## src/rtl/contador_pkg.sv

```systemverilog
// contador_pkg: shared types and constants for the parameterised counter.
// Holds the count-mode enumeration and the width of its encoding.
package contador_pkg;

   localparam int MODO_W = 2;

   typedef enum logic [MODO_W-1:0] {
      MODO_SOBE   = 2'b00,
      MODO_DESCE  = 2'b01,
      MODO_VAIVEM = 2'b10,
      MODO_PARA   = 2'b11
   } modo_t;

endpackage

```

## src/rtl/contador_param.sv

```systemverilog
// contador_param: bounded up/down/bounce counter with clamped load.
// Ports: clock, reset (async, high); enable, modo, carga, valor_carga,
// limite_min, limite_max in; saida, descendo, fim registered out.
module contador_param
   import contador_pkg::*;
#(
   parameter int WIDTH       = 4,
   parameter int HOLD_AT_END = 1
) (
   input  logic             clock,
   input  logic             reset,
   input  logic             enable,
   input  logic [MODO_W-1:0] modo,
   input  logic             carga,
   input  logic [WIDTH-1:0] valor_carga,
   input  logic [WIDTH-1:0] limite_min,
   input  logic [WIDTH-1:0] limite_max,
   output logic [WIDTH-1:0] saida,
   output logic             descendo,
   output logic             fim
);

   localparam bit HOLD = (HOLD_AT_END != 0);
   localparam logic [WIDTH-1:0] ONE = WIDTH'(1);

   modo_t            modo_sel;
   logic             bounds_ok;
   logic             at_top;
   logic             at_bot;
   logic             single;
   logic [WIDTH-1:0] saida_nxt;
   logic             desc_nxt;
   logic             fim_nxt;

   always_comb begin
      modo_sel  = modo_t'(modo);
      bounds_ok = (limite_min <= limite_max);
      // >= / <= rather than == so an out-of-range count is pulled back
      at_top    = (saida >= limite_max);
      at_bot    = (saida <= limite_min);
      single    = (limite_min == limite_max);
      saida_nxt = saida;
      desc_nxt  = descendo;
      fim_nxt   = 1'b0;

      if (!bounds_ok) begin
         // frozen until the bounds make sense again
      end else if (carga) begin
         if (valor_carga < limite_min)
            saida_nxt = limite_min;
         else if (valor_carga > limite_max)
            saida_nxt = limite_max;
         else
            saida_nxt = valor_carga;
      end else if (enable) begin
         unique case (modo_sel)
            MODO_SOBE: begin
               desc_nxt = 1'b0;
               if (at_top) begin
                  saida_nxt = limite_min;
                  fim_nxt   = 1'b1;
               end else begin
                  saida_nxt = saida + ONE;
               end
            end
            MODO_DESCE: begin
               desc_nxt = 1'b1;
               if (at_bot) begin
                  saida_nxt = limite_max;
                  fim_nxt   = 1'b1;
               end else begin
                  saida_nxt = saida - ONE;
               end
            end
            MODO_VAIVEM: begin
               if (!descendo) begin
                  if (at_top) begin
                     desc_nxt = 1'b1;
                     fim_nxt  = 1'b1;
                     // a one-value range has no neighbour to step to
                     if (single)
                        saida_nxt = limite_min;
                     else if (!HOLD)
                        saida_nxt = limite_max - ONE;
                  end else begin
                     saida_nxt = saida + ONE;
                  end
               end else begin
                  if (at_bot) begin
                     desc_nxt = 1'b0;
                     fim_nxt  = 1'b1;
                     if (single)
                        saida_nxt = limite_min;
                     else if (!HOLD)
                        saida_nxt = limite_min + ONE;
                  end else begin
                     saida_nxt = saida - ONE;
                  end
               end
            end
            MODO_PARA: begin
            end
            default: begin
            end
         endcase
      end
   end

   always_ff @(posedge clock or posedge reset) begin
      if (reset) begin
         saida    <= '0;
         descendo <= 1'b0;
         fim      <= 1'b0;
      end else begin
         saida    <= saida_nxt;
         descendo <= desc_nxt;
         fim      <= fim_nxt;
      end
   end

endmodule

```

## config.mk

```make
export PLATFORM = sky130hd
export DESIGN_NAME = contador_param
export DESIGN_NICKNAME = d
export VERILOG_FILES = /design/src/rtl/contador_pkg.sv /design/src/rtl/contador_param.sv
export SDC_FILE = /design/constraint.sdc
export NUM_CORES = 1
export LEC_CHECK = 0
export ABC_AREA = 1
export CAP_MARGIN = 20
export CORE_ASPECT_RATIO = 1.25
export CORE_UTILIZATION = 53
export CTS_CLUSTER_DIAMETER = 40
export DETAILED_ROUTE_END_ITERATION = 7
export PLACE_DENSITY = 0.77
export SLEW_MARGIN = 20
export SYNTH_ARGS = -nofsm -noshare
export SYNTH_HDL_FRONTEND = slang
export SYNTH_SLANG_ARGS = --single-unit
export TNS_END_PERCENT = 10
```

## constraint.sdc

```tcl
create_clock -name clock -period 2.2 [get_ports clock]
set_input_delay 0.44 -clock clock [delete_from_list [all_inputs] [get_ports clock]]
set_output_delay 0.44 -clock clock [all_outputs]
set_load 0.005 [all_outputs]
```

# Word level (Yosys, flattened, before mapping)

Cells that the tools add are included.
W data, S select, Z words.

Register bits after elaboration: 6

Equal/unequal tests: 3
$add $sub $neg: 2
Order comparisons: 5
Bitwise gates (word level): 1
Mux-type cells: 21
Reductions and logical operators: 6

Operators by type and width:

| cell                  | count |
|---|---|
| $mux W4               | 10 |
| $pmux W4 S3           | 1 |
| $le A4 B4 Y1          | 2 |
| $mux W1               | 8 |
| $pmux W1 S3           | 2 |
| $add A4 B1 Y4 const B | 1 |
| $eq A4 B4 Y1          | 1 |
| $ge A4 B4 Y1          | 1 |
| $gt A4 B4 Y1          | 1 |
| $lt A4 B4 Y1          | 1 |
| $reduce_and A4 Y1     | 1 |
| $reduce_bool A4 Y1    | 1 |
| $sub A4 B1 Y4 const B | 1 |
| $reduce_and A3 Y1     | 1 |
| $reduce_bool A3 Y1    | 1 |
| $eq A2 B1 Y1 const B  | 1 |
| $eq A2 B2 Y1 const B  | 1 |
| $logic_not A2 Y1      | 1 |
| $reduce_bool A2 Y1    | 1 |
| $not A1 Y1            | 1 |

# Logic depth before layout (Yosys ltp)

Depth after elaboration: 7
Depth in mapped cells: 17
Mapped depth without buffers: 17

# Worst setup path after synthesis

No wires, ideal clock.

Path kind: input to register
From: in limite_max[3]
To: reg saida[1]
Stages: 15
Slack: 0.455 ns
Data arrival time: 1.672 ns
Setup time: 0.073 ns
Data required time: 2.127 ns
Path through: inv_1 > ha_1 > nand2_1 > inv_1 > nand2_1 > nand3_4 > nand2_4 > nand2_4 > nand2_1 > nand2_1 > nand2_1 > nand2_1 > nand2_1 > nand2_1 > a21oi_2

Cells in the longest elaborated chain, start to end: 7

RTL lines:

| what                                                                 | RTL line              | text |
|---|---|---|
| start, declared                                                      | contador_param.sv:17  | `input logic [WIDTH-1:0] limite_max,` |
| parallel branches: the longest is 7 deep, another holds $ge A4 B4 Y1 | n/a                   |  |
| end signal, assigned                                                 | contador_param.sv:115 | `saida <= saida_nxt;` |
| end, declared                                                        | contador_param.sv:18  | `output logic [WIDTH-1:0] saida,` |

Several ways; the timed one is not identified. The select of a mux whose other input is x is not followed.
A chain may end at the register's enable or synchronous reset.

# Final worst setup path

From: in limite_max[3]
To: reg saida[3]

The elaborated chain is that of the path after synthesis.

==> results.py <==
metrics = {
    "status": {
        "status": "finished, violations left",
        "violations": "negative setup slack",
    },
    "logic_synthesis": {
        "syn-num-nets": 256,
        "yosysWarnings": 0,
        "async_flop_share_pct": 100,
        "yosysTopAreaCellShare_pct": 23.5,
        "synth_cell_types": 26,
        "yosys.area.top_type": "ha_1",
        "synth_area_leaders": "ha_1 (23%), nand2_1 (18%), dfrtp_1 (11%)",
        "synth.most_common_cell": "nand2_1",
        "synth_edf_count": 0,
        "syn_inst": 213,
        "synth_top_flop_cell": "dfrtp_1",
        "ys_seq_area_share_pct": 11.3,
        "syn_area_um2": 1330,
        "synth-seq-cells": 6,
        "synth_commonest_cells": "nand2_1 (65), inv_1 (32), ha_1 (25), o21ai_0 (13), a21oi_1 (12)",
        "avgSynthCellArea_um2": 6.26,
    },
    "die": {
        "dieArea_um2": 2720,
        "initial_core_util_pct": 58.4,
        "core_area_um2": 2280,
        "die_width_um": 46.9,
        "io_pins": 24,
        "die_h_um": 58.1,
        "rows": 19,
    },
    "clock_tree": {
        "numCtsBuffers": 3,
        "h-tree-depth": 1,
        "clk_transition_reported_paths_ns": 0.05,
        "cts_hold_buf": 0,
        "cts_tree": "built",
        "cts_buffer_depth": 2,
        "cts_root_buffer": "clkbuf_4",
        "insertion_delay_ns": 0.26,
        "clock-sinks": 6,
    },
    "critical_path": {
        "endpoint_kind": "register",
        "critPathRequiredTime_ns": 2.33,
        "cp.arrival_ns": 2.46,
        "r2r_slack_ns": 0.19,
        "cp-start-kind": "input port",
        "reg2reg_from": "saida[3]$_DFFE_PP0P_",
        "reg2reg_depth": 14,
        "r2r-end": "saida[3]$_DFFE_PP0P_",
        "worstSetupPathType": "input port to register",
        "crit_path_max_fanout": 8,
    },
    "detailed_routing": {
        "wl_per_cell_um": 17.3,
        "vias": 1778,
        "dr.pass1.iters": 5,
        "ant_nets": 0,
        "drt_iter0_markers": 126,
        "routed_wl_um": 5100,
        "via_per_inst": 6.05,
        "remaining_drc_errors": 0,
    },
    "grt": {
        "grt_max_degree": 9,
        "grt_pass1_wl_um": 7120,
        "grt_usage_pct": 37.0,
        "grt_antenna_before_repair": 0,
        "grt_pass1_vias": 1625,
        "gr-total-overflow": 0,
    },
    "finish": {
        "fin_nets": 308,
        "final_layout_size_suffix_gt1_share_pct": 25.5,
        "n_antenna_cell": 0,
        "fill_cells": 139,
        "fin_cells": 294,
        "area_growth_pct": 43.7,
        "fin_util_pct": 83.9,
    },
    "power_and_ir_drop": {
        "irDropWorstVdd_v": 0.000701,
        "power_density_nw_per_um2": 784,
        "leakagePower_nw": 1.01,
    },
    "sta": {
        "rsz0062_at_grt": "yes",
        "slew_headroom_pct": 78.1,
        "fin_crit_ns": 2.32,
        "final_hold_viol_count": 0,
        "timing.fmax_mhz": 431,
        "tightest_slew_ns": 0.329,
        "clock_skew_ns": 0.00747,
        "post-route-period-util_pct": 106,
        "setup_viol": 5,
        "slew_viol_final": 0,
        "holdWs_ns": 0.396,
        "setup_slack_ns": -0.123,
    },
    "placed_design": {
        "gp_congestion": 1.02,
        "placement.io_buffers": 23,
        "dp_hpwl_um": 3430,
        "placed_cells_incl_taps": 287,
    },
    "hold_path": {
        "worstHoldPathType": "input port to async pin",
    },
    "job": {
        "max_cap_viol_count": 0,
    },
}
-- per-layer routing --
metal,share of wire (%),track usage (%)
met1,34,39.4
met3,8.0,9.03
met5,0,0
met4,7.9,20.4
met2,51,63.7
-- worst max-delay path, cell delays in order --
cell,delay (ns)
clkdlybuf4s50_1,0.48
inv_2,0.10
ha_1,0.35
nand2_1,0.18
nor2_4,0.21
nand2_1,0.07
o21ai_0,0.10
nand2_1,0.09
nand2_1,0.06
nand2_1,0.05
nand2_1,0.07
nand2_1,0.06
nand2_1,0.11
a21oi_2,0.07
-- metrics by stage --
| stage | area, µm² | worst slack [ns] | power (W) | setup TNS [ns] |
|---|---|---|---|---|
| 2_1_floorplan | 1330 | 0.455 | 0.000810 | 0 |
| 3_3_place_gp | 1750 | -0.265 | 0.00114 | -1.18 |
| 3_5_place_dp | 1750 | -0.349 | 0.00118 | -1.66 |
| 4_1_cts | 1810 | 0.00136 | 0.00133 | 0 |
| 5_1_grt | 1910 | -0.221 | 0.00159 | -1.30 |
| 6_report | 1910 | -0.123 | 0.00150 | -0.358 |
-- layout by cell type (no fill, tap or decap), types with 9 or more instances in the layout --
| cell | Yosys | final |
|---|---|---|
| a21oi_1 | 12 | 10 |
| clkdlybuf4s50_1 | 0 | 20 |
| nand2_1 | 65 | 56 |
| inv_1 | 32 | 28 |
| nand3_1 | 10 | 9 |
| ha_1 | 25 | 22 |
| nand2_2 | 2 | 10 |
| buf_4 | 1 | 26 |
| o21ai_0 | 13 | 10 |
-- state kept, by name, indices dropped and copies added, names as in the netlist --
register and count:
descendo 1, fim 1, saida 4
-- logic make-up after synthesis --
logic type,Yosys count,share of synthesized area (%)
adder cells (fa/ha/maj),25,23.5
flip-flops,6,11.3
XOR/XNOR,4,2.63
AO/OA/AOI/OAI,46,20.3
AND/OR/NAND/NOR,93,31.0
buffers and inverters,39,11.4
-- what timing repair did --
action | CTS | global route
endpoints found under the setup margin | 4 | 6
buffers inserted | 2 | 2
pin swaps | 0 | 8
resized for setup | 3 | 29
-- where the power goes --
part | internal (W) | switching, W
combinational | 0.000518 | 0.000677
sequential | 0.000141 | 0.0000594
clock | 0.0000620 | 0.0000441
-- cell type report --
| class | instances | area (µm²) | area share [%] |
|---|---|---|---|
| clock buffer | 3 | 22.5 | 1.18 |
| multi-input combinational | 168 | 1130 | 59.0 |
| tap | 31 | 38.8 | 2.03 |
| inverter | 37 | 141 | 7.39 |
| timing repair buffer | 49 | 433 | 22.6 |
| sequential | 6 | 150 | 7.84 |
-- worst max path at each step --
stage | from | end | slack (ns) | depth (start not counted)
floorplan | limite_max[3] | saida[1]$_DFFE_PP0P_ | 0.46 | 15
global placement | limite_max[3] | saida[1]$_DFFE_PP0P_ | -0.26 | 16
detailed placement | limite_max[3] | saida[3]$_DFFE_PP0P_ | -0.35 | 16
CTS | limite_min[3] | saida[3]$_DFFE_PP0P_ | 0.001 | 15
global route | limite_max[3] | saida[2]$_DFFE_PP0P_ | -0.22 | 14
finish | limite_max[3] | saida[3]$_DFFE_PP0P_ | -0.12 | 14
Power figures use the tool's default switching activity.
